`src/rtl/adc_trigger_unit.sv`:
```
// adc_trigger_unit: trigger sequencer in the ADC sample-clock domain.
// It watches a synchronised trigger pin, or a forced trigger, and waits a
// programmed offset after the detect. It then emits a one-cycle capture_go
// and measures how long the trigger stayed active.
// Optional feature macro: TRIG_LEVEL_EN adds an ADC level comparator that can
// act as the trigger source instead of the pin.
module adc_trigger_unit #(
  parameter int pOFFSET_W = 32,
  parameter int pLEN_W    = 32,
  parameter int pADC_W    = 12
) (
  input  logic                 adc_sampleclk,
  input  logic                 reset_i,
  input  logic                 cmd_arm_adc,
  input  logic                 trigger_mode,
  input  logic                 trigger_wait,
  input  logic                 trigger_now,
  input  logic [pOFFSET_W-1:0] trigger_offset,
  input  logic                 trigger_io,
  input  logic [pADC_W-1:0]    adc_data,
  input  logic [pADC_W-1:0]    trigger_adclevel,
  input  logic                 level_trig_sel,
  output logic                 armed_o,
  output logic                 capture_go,
  output logic [pLEN_W-1:0]    trigger_length
);

  typedef enum logic [2:0] {
    IDLE, WAIT_INACTIVE, ARMED, OFFSET, FIRE, DONE
  } state_t;

  state_t state, state_nxt;

  logic io_m, io_s, now_m, now_s;
  logic trig_p, arm_p, counting, load_cnt;
  logic src, use_pin, trig_s, edge_det, detect, pin_det, arm_rise;
  logic start_len, clear_len;
  logic [pOFFSET_W-1:0] cnt;

  // Two-flop synchronisers for the asynchronous pin and force-trigger inputs
  always_ff @(posedge adc_sampleclk or posedge reset_i) begin
    if (reset_i) begin
      io_m  <= 1'b0;
      io_s  <= 1'b0;
      now_m <= 1'b0;
      now_s <= 1'b0;
    end else begin
      io_m  <= trigger_io;
      io_s  <= io_m;
      now_m <= trigger_now;
      now_s <= now_m;
    end
  end

`ifdef TRIG_LEVEL_EN
  logic lvl_r;

  // The ADC data is already in this clock domain, so one register stage is enough
  always_ff @(posedge adc_sampleclk or posedge reset_i) begin
    if (reset_i) lvl_r <= 1'b0;
    else         lvl_r <= (adc_data >= trigger_adclevel);
  end

  assign src     = level_trig_sel ? lvl_r : io_s;
  assign use_pin = ~level_trig_sel;
`else
  logic unused_level;
  assign unused_level = ^{adc_data, trigger_adclevel, level_trig_sel};
  assign src     = io_s;
  assign use_pin = 1'b1;
`endif

  // Active-level form of the source: 1 means the trigger is active for the selected polarity
  assign trig_s    = ~(src ^ trigger_mode);
  assign edge_det  = trig_s & ~trig_p;
  assign detect    = edge_det | now_s;
  // Only genuine pin edges start the length measurement
  assign pin_det   = edge_det & ~now_s & use_pin;
  assign arm_rise  = cmd_arm_adc & ~arm_p;
  assign start_len = (state == ARMED) & cmd_arm_adc & pin_det;
  assign clear_len = (state == IDLE) & arm_rise;
  assign armed_o   = (state == WAIT_INACTIVE) | (state == ARMED) | (state == OFFSET);

  // Edge-history flops for the trigger level and the arm level
  always_ff @(posedge adc_sampleclk or posedge reset_i) begin
    if (reset_i) begin
      trig_p <= 1'b0;
      arm_p  <= 1'b0;
    end else begin
      trig_p <= trig_s;
      arm_p  <= cmd_arm_adc;
    end
  end

  // State register
  always_ff @(posedge adc_sampleclk or posedge reset_i) begin
    if (reset_i) state <= IDLE;
    else         state <= state_nxt;
  end

  // Next-state logic. Dropping arm overrides everything, including a detect in the same cycle
  always_comb begin
    state_nxt = state;
    load_cnt  = 1'b0;
    if (!cmd_arm_adc) begin
      state_nxt = IDLE;
    end else begin
      case (state)
        IDLE:          if (arm_rise) state_nxt = trigger_wait ? WAIT_INACTIVE : ARMED;
        WAIT_INACTIVE: if (!trig_s) state_nxt = ARMED;
        ARMED: begin
          if (detect) begin
            load_cnt  = 1'b1;
            state_nxt = (trigger_offset == '0) ? FIRE : OFFSET;
          end
        end
        OFFSET:        if (cnt == pOFFSET_W'(1)) state_nxt = FIRE;
        FIRE:          state_nxt = DONE;
        DONE:          state_nxt = DONE;
        default:       state_nxt = IDLE;
      endcase
    end
  end

  // Offset down-counter. The offset is captured at detect, so later writes do not disturb it
  always_ff @(posedge adc_sampleclk or posedge reset_i) begin
    if (reset_i)                cnt <= '0;
    else if (load_cnt)          cnt <= trigger_offset;
    else if (state == OFFSET)   cnt <= cnt - pOFFSET_W'(1);
  end

  // Registered capture pulse. It is suppressed if arm drops while in FIRE
  always_ff @(posedge adc_sampleclk or posedge reset_i) begin
    if (reset_i) capture_go <= 1'b0;
    else         capture_go <= (state == FIRE) & cmd_arm_adc;
  end

  // Trigger-active duration: starts at 1 on the detect cycle and saturates.
  // The count stops at the first inactive cycle and is held until the next arm.
  always_ff @(posedge adc_sampleclk or posedge reset_i) begin
    if (reset_i) begin
      trigger_length <= '0;
      counting       <= 1'b0;
    end else if (clear_len) begin
      trigger_length <= '0;
      counting       <= 1'b0;
    end else if (start_len) begin
      trigger_length <= pLEN_W'(1);
      counting       <= 1'b1;
    end else if (counting) begin
      if (!trig_s)                    counting       <= 1'b0;
      else if (trigger_length != '1)  trigger_length <= trigger_length + pLEN_W'(1);
    end
  end

endmodule
```
`config.mk`:
```
export PLATFORM = sky130hd
export DESIGN_NAME = adc_trigger_unit
export DESIGN_NICKNAME = d
export VERILOG_FILES = /design/src/rtl/adc_trigger_unit.sv
export SDC_FILE = /design/constraint.sdc
export NUM_CORES = 1
export LEC_CHECK = 0
export CORE_MARGIN = 2
export CORE_UTILIZATION = 51
export DETAILED_ROUTE_END_ITERATION = 10
export PLACE_DENSITY = 0.84
export SLEW_MARGIN = 0
export SYNTH_ARGS = -nofsm -noshare
export SYNTH_HDL_FRONTEND = slang
export SYNTH_SLANG_ARGS = --single-unit
```
`constraint.sdc`:
```
create_clock -name adc_sampleclk -period 2.8 [get_ports adc_sampleclk]
set_clock_uncertainty 0.1 [all_clocks]
set_input_delay 0.28 -clock adc_sampleclk [delete_from_list [all_inputs] [get_ports adc_sampleclk]]
set_output_delay 0.28 -clock adc_sampleclk [all_outputs]
set_load 0.02 [all_outputs]
```
# Yosys cells after proc, flatten, opt, wreduce, memory -nomap -nowiden
# Index checks and enable logic that the tools add are counted.
[classes]
n_addsub = 2
eq_ne = 12
mux = 22
bitwise_logic = 15
n_reduce_logical = 8
[ops]
columns = ["operator", "count"]
rows = [
  ["two-way mux 32 bit", 7],
  ["adder 32 x 1 -> 32 bit (second input constant)", 1],
  ["equality test 32 x 1 -> 1 bit (second input constant)", 1],
  ["zero test 32 bit", 1],
  ["!= test 32 bit (second input constant)", 1],
  ["subtractor 32 x 1 -> 32 bit (second input constant)", 1],
  ["two-way mux 3 bit", 6],
  ["one-hot mux 3 bit (5 select lines)", 1],
  ["!= test 3 bit (second input constant)", 3],
  ["bitwise AND 1 bit", 7],
  ["two-way mux 1 bit", 7],
  ["equality test 3 x 2 -> 1 bit (second input constant)", 2],
  ["equality test 3 bit (second input constant)", 2],
  ["!= test 3 x 2 -> 1 bit (second input constant)", 2],
  ["nonzero test 3 bit", 2],
  ["inverter 1 bit", 4],
  ["AND reduction 4 bit", 1],
  ["equality test 3 x 1 -> 1 bit (second input constant)", 1],
  ["zero test 3 bit", 1],
  ["OR 1 bit", 3],
  ["AND reduction 3 bit", 1],
  ["two-way mux 2 bit", 1],
  ["nonzero test 2 bit", 1],
  ["OR reduction 2 bit", 1],
  ["bitwise XOR 1 bit", 1],
]
[word_totals]
regBits = 75
out_inout_bits = 34
word_cells = 70

# Logic depth before layout (Yosys ltp)
[logic_depth]
depth_word = 8
ltp_mapped = 8
mapped_depth_nobuf = 6

# Worst setup path after synthesis
# Ideal clock, no wire load.
[synth_timing]
kind = "register to register"
startpoint = "register trigger_length[13]"
endpoint = "register trigger_length[27]"
setup_ps = 77
arrival_ps = 2033
t_required_ps = 2623
path_slack_ps = 589
path_stages_with_launch = 7
synth_period_minus_slack_ps = 2211
path_cell_list = "dfrtp_1 > and4_4 > nand4_4 > or4_1 > buf_2 > or3_1 > a21oi_1"
[synth_between]
elab_chain_cells = 6
elab_cells_between_ends = 9
cone_classes = "add/sub: 1; eq/ne: 1; mux: 5; reduce/logical: 2"
[synth_rtl]
columns = ["item", "line_no", "rtl"]
rows = [
  ["start: declaration", "25", "output logic [pLEN_W-1:0] trigger_length"],
  ["start signal: assignment", "148", "trigger_length <= pLEN_W'(1);"],
  ["start signal: assignment", "152", "else if (trigger_length != '1) trigger_length <= trigger_length + pLEN_W'(1);"],
  ["adder 32 x 1 -> 32 bit", "152", ""],
  ["two-way mux 32 bit", "152", ""],
  ["two-way mux 32 bit", "151", "if (!trig_s) counting <= 1'b0;"],
  ["two-way mux 32 bit", "150", "end else if (counting) begin"],
  ["two-way mux 32 bit", "147", "end else if (start_len) begin"],
  ["two-way mux 32 bit", "144", "end else if (clear_len) begin"],
]
# Several ways; a longest one is shown, not always the timed one. The select of a mux whose other input is x is not followed.
# A chain may end at the register's enable or synchronous reset.

# Final worst setup path
[layout_timing]
startpoint = "register cnt[12]"
endpoint = "register cnt[26]"
[layout_between]
elab_chain_cells = 3
[layout_rtl]
columns = ["item", "line_no", "rtl"]
rows = [
  ["start: declaration", "38", "logic [pOFFSET_W-1:0] cnt;"],
  ["start signal: assignment", "128", "else if (load_cnt) cnt <= trigger_offset;"],
  ["start signal: assignment", "129", "else if (state == OFFSET) cnt <= cnt - pOFFSET_W'(1);"],
  ["subtractor 32 x 1 -> 32 bit", "129", ""],
  ["two-way mux 32 bit", "129", ""],
  ["two-way mux 32 bit", "128", ""],
]
# No other way between the ends. The select of a mux whose other input is x is not followed.

==> impl_metrics.ini <==
[drt]
via_per_inst = 6.441
wl_per_cell_um = 16.83
drt_pre_antenna_iters = 6
highest_layer = met4
antenna_left = 0
m1WireLength_mm = 4.547
met3_length_um = 745
first_iter_violations = 398
vias = 4225
drc = 0
wl_mm = 11.04
dr_wl_met2_mm = 5.486

[die]
dieArea_um2 = 9118
core_um2 = 8175
boundaryPins = 98
placementRows = 33
die_y_um = 95.49
initial_core_util = 0.5222
die_width_um = 95.49

[clock_tree]
cts_resized = 0
worstSkewPairLatency_ns = 0.35
root_buffer = clkbuf_8
cts_sinks = 75
htree_levels = 3
path_clk_slew_ns = 0.08
post_cts_buffers = 0
holdBufCountCts = 0
clockBufferDepth = 2
cts_buffers = 9
cts_tree = yes

[grt]
grt_max_degree = 39
grt_pass1_vias = 3891
grt.total_usage = 0.2614
antenna_found_initial = 0
grt_pass1_wl_mm = 18.61
grt.overflow.total = 0

[timing]
rsz0062_at_grt = false
worst_slew_pin_slew_ns = 0.7129
finalCritPeriodShare = 0.8649
slew_headroom = 0.5242
maxSlewViolCount = 0
post-route-min-period_ns = 2.422
fmax_ghz = 0.4129
finalHoldViolations = 0
finalSetupTns_ns = 0
setup_viol = 0

[pwr]
p_per_area_nw_per_um2 = 697.2
p_leak_nw = 2.049
switching_share = 0.3353
combPwrFrac = 0.287
p_total_mw = 3.758
seqPwrFrac = 0.430
peakVddDrop_v = 0.0004263
netSwitchingPower_mw = 1.260
p_int_mw = 2.498
clkPwrFrac = 0.283

[finish]
diodes = 0
drive_gt1_frac = 0.08893
ff_latch_area_um2 = 1877
fill_cells = 656
syn_to_final_growth_pct = 26.26
finalNetCount = 613
final_cell_mix = 75 x dfrtp_1, 72 x clkdlybuf4s50_1, 53 x nand2_1
final_common_cell = dfrtp_1
multiInputGateArea_um2 = 2251

[status]
status = complete, no violations

[yosys]
synthArstFlopShare = 1.000
ys.flop_type = dfrtp_1
synth_top_area_frac = 0.4396
syn_avg_cell_area_um2 = 9.083
synth_area_leader_cell = dfrtp_1
synthTopCellsByArea = dfrtp_1 44%, nand2_1 4.7%, or4_1 3.5%
ys_seq_area_frac = 0.4396
ys_ff_latch = 75
synth_cell_types = 59
synth_edf_count = 0
synth_area_um2 = 4269
yosys_warnings = 0
synth_cells = 470
synth_nets = 537

[worst_setup_path]
cp.arrival_ns = 2.54
cp-end-kind = flip-flop
start_kind = flip-flop
cp.required_ns = 2.92
path_class = reg -> reg
crit_fanout = 9

[place]
place.gp.congestion = 0.8883
io_buffers = 72
hpwl_mm = 8.173

[worst_hold_path]
worst_hold_path_type = in -> async

[run]
maxCapViolations = 0
## kinds of logic after synthesis
group	count (synthesis)	synth area share
xor+xnor	10	0.02227
fa+ha+maj	3	0.008793
simple gates	227	0.3013
compound gates	122	0.1920
mux	1	0.002345
buf+inv	32	0.03370
flops	75	0.4396
## final cells by class
class	instances	area share
multi-input combinational	363	0.4176
clock inverter	4	0.01764
clock buffer	12	0.03064
inverter	10	0.006964
sequential	75	0.3482
tap	105	0.02437
timing repair buffer	87	0.1546
## final timing paths
check,cells past startpoint,slack (ns),to,from
max in group asynchronous,3,1.69,trigger_length[13]$_DFFE_PP0P_,reset_i
worst min-delay path,2,0.23,cnt[20]$_DFFE_PP0P_,reset_i
worst max register to register,5,0.38,cnt[26]$_DFFE_PP0P_,cnt[12]$_DFFE_PP0P_
min in group adc_sampleclk,0,0.25,now_s$_DFF_PP0_,now_m$_DFF_PP0_
worst max-delay path,5,0.38,cnt[26]$_DFFE_PP0P_,cnt[12]$_DFFE_PP0P_
worst min register to register,0,0.25,now_s$_DFF_PP0_,now_m$_DFF_PP0_
## routing by layer
layer / up-vias / track usage
li1: 1973 / -
met1: 2025 / 0.3408
met2: 204 / 0.4313
met3: 23 / 0.04348
met4: 0 / 0.1119
met5: - / 0
## worst max-delay path, cell delays in order (launching register included)
cell	delay [ns]
dfrtp_1	0.41
nor4_1	0.53
and3_1	0.42
nand3_1	0.23
o311ai_0	0.47
nand3_1	0.13
## registers in the layout (all words and copies together) (netlist names)
register / flops
arm_p: 1
now_s: 1
now_m: 1
cnt: 32
trig_p: 1
capture_go: 1
io_m: 1
io_s: 1
trigger_length: 32
state: 3
counting: 1
## stage by stage
step | hold WS (ns) | setup WS (ns) | cells | util | area [µm²]
floorplan | 0.2114 | 0.5100 | 470 | - | 4269
global placement | 0.2339 | 0.2002 | 640 | 0.6275 | 5130
CTS | 0.2397 | 0.4040 | 656 | 0.6593 | 5390
detailed placement | 0.2381 | 0.1457 | 640 | 0.6275 | 5130
finish | 0.2258 | 0.3784 | 656 | 0.6593 | 5390
global route | 0.2556 | 0.1246 | 656 | 0.6593 | 5390
## synthesized netlist by cell type, drive strengths merged, types with 5 or more instances
| cell | n |
|---|---|
| o21ai | 29 |
| a221o | 6 |
| a21oi | 27 |
| nor3 | 9 |
| nand3 | 28 |
| or3 | 15 |
| clkbuf | 11 |
| buf | 11 |
| o211ai | 19 |
| dfrtp | 75 |
| o311ai | 13 |
| and4 | 7 |
| xnor2 | 5 |
| and2 | 8 |
| or4 | 21 |
| o31ai | 11 |
| nor2 | 26 |
| nor4 | 18 |
| nand4 | 17 |
| inv | 10 |
| nand2 | 53 |
| xor2 | 5 |
## power by group through the flow
stage,Sequential (mW),Clock (mW),Combinational (mW)
finish,1.62,1.06,1.08
CTS,1.61,1.07,1.07
detailed placement,1.62,0,1.07
global placement,1.60,0,1.02
floorplan,1.53,0,0.761
global route,1.66,1.12,1.20
Note: power is estimated with default switching activity, not from simulation.
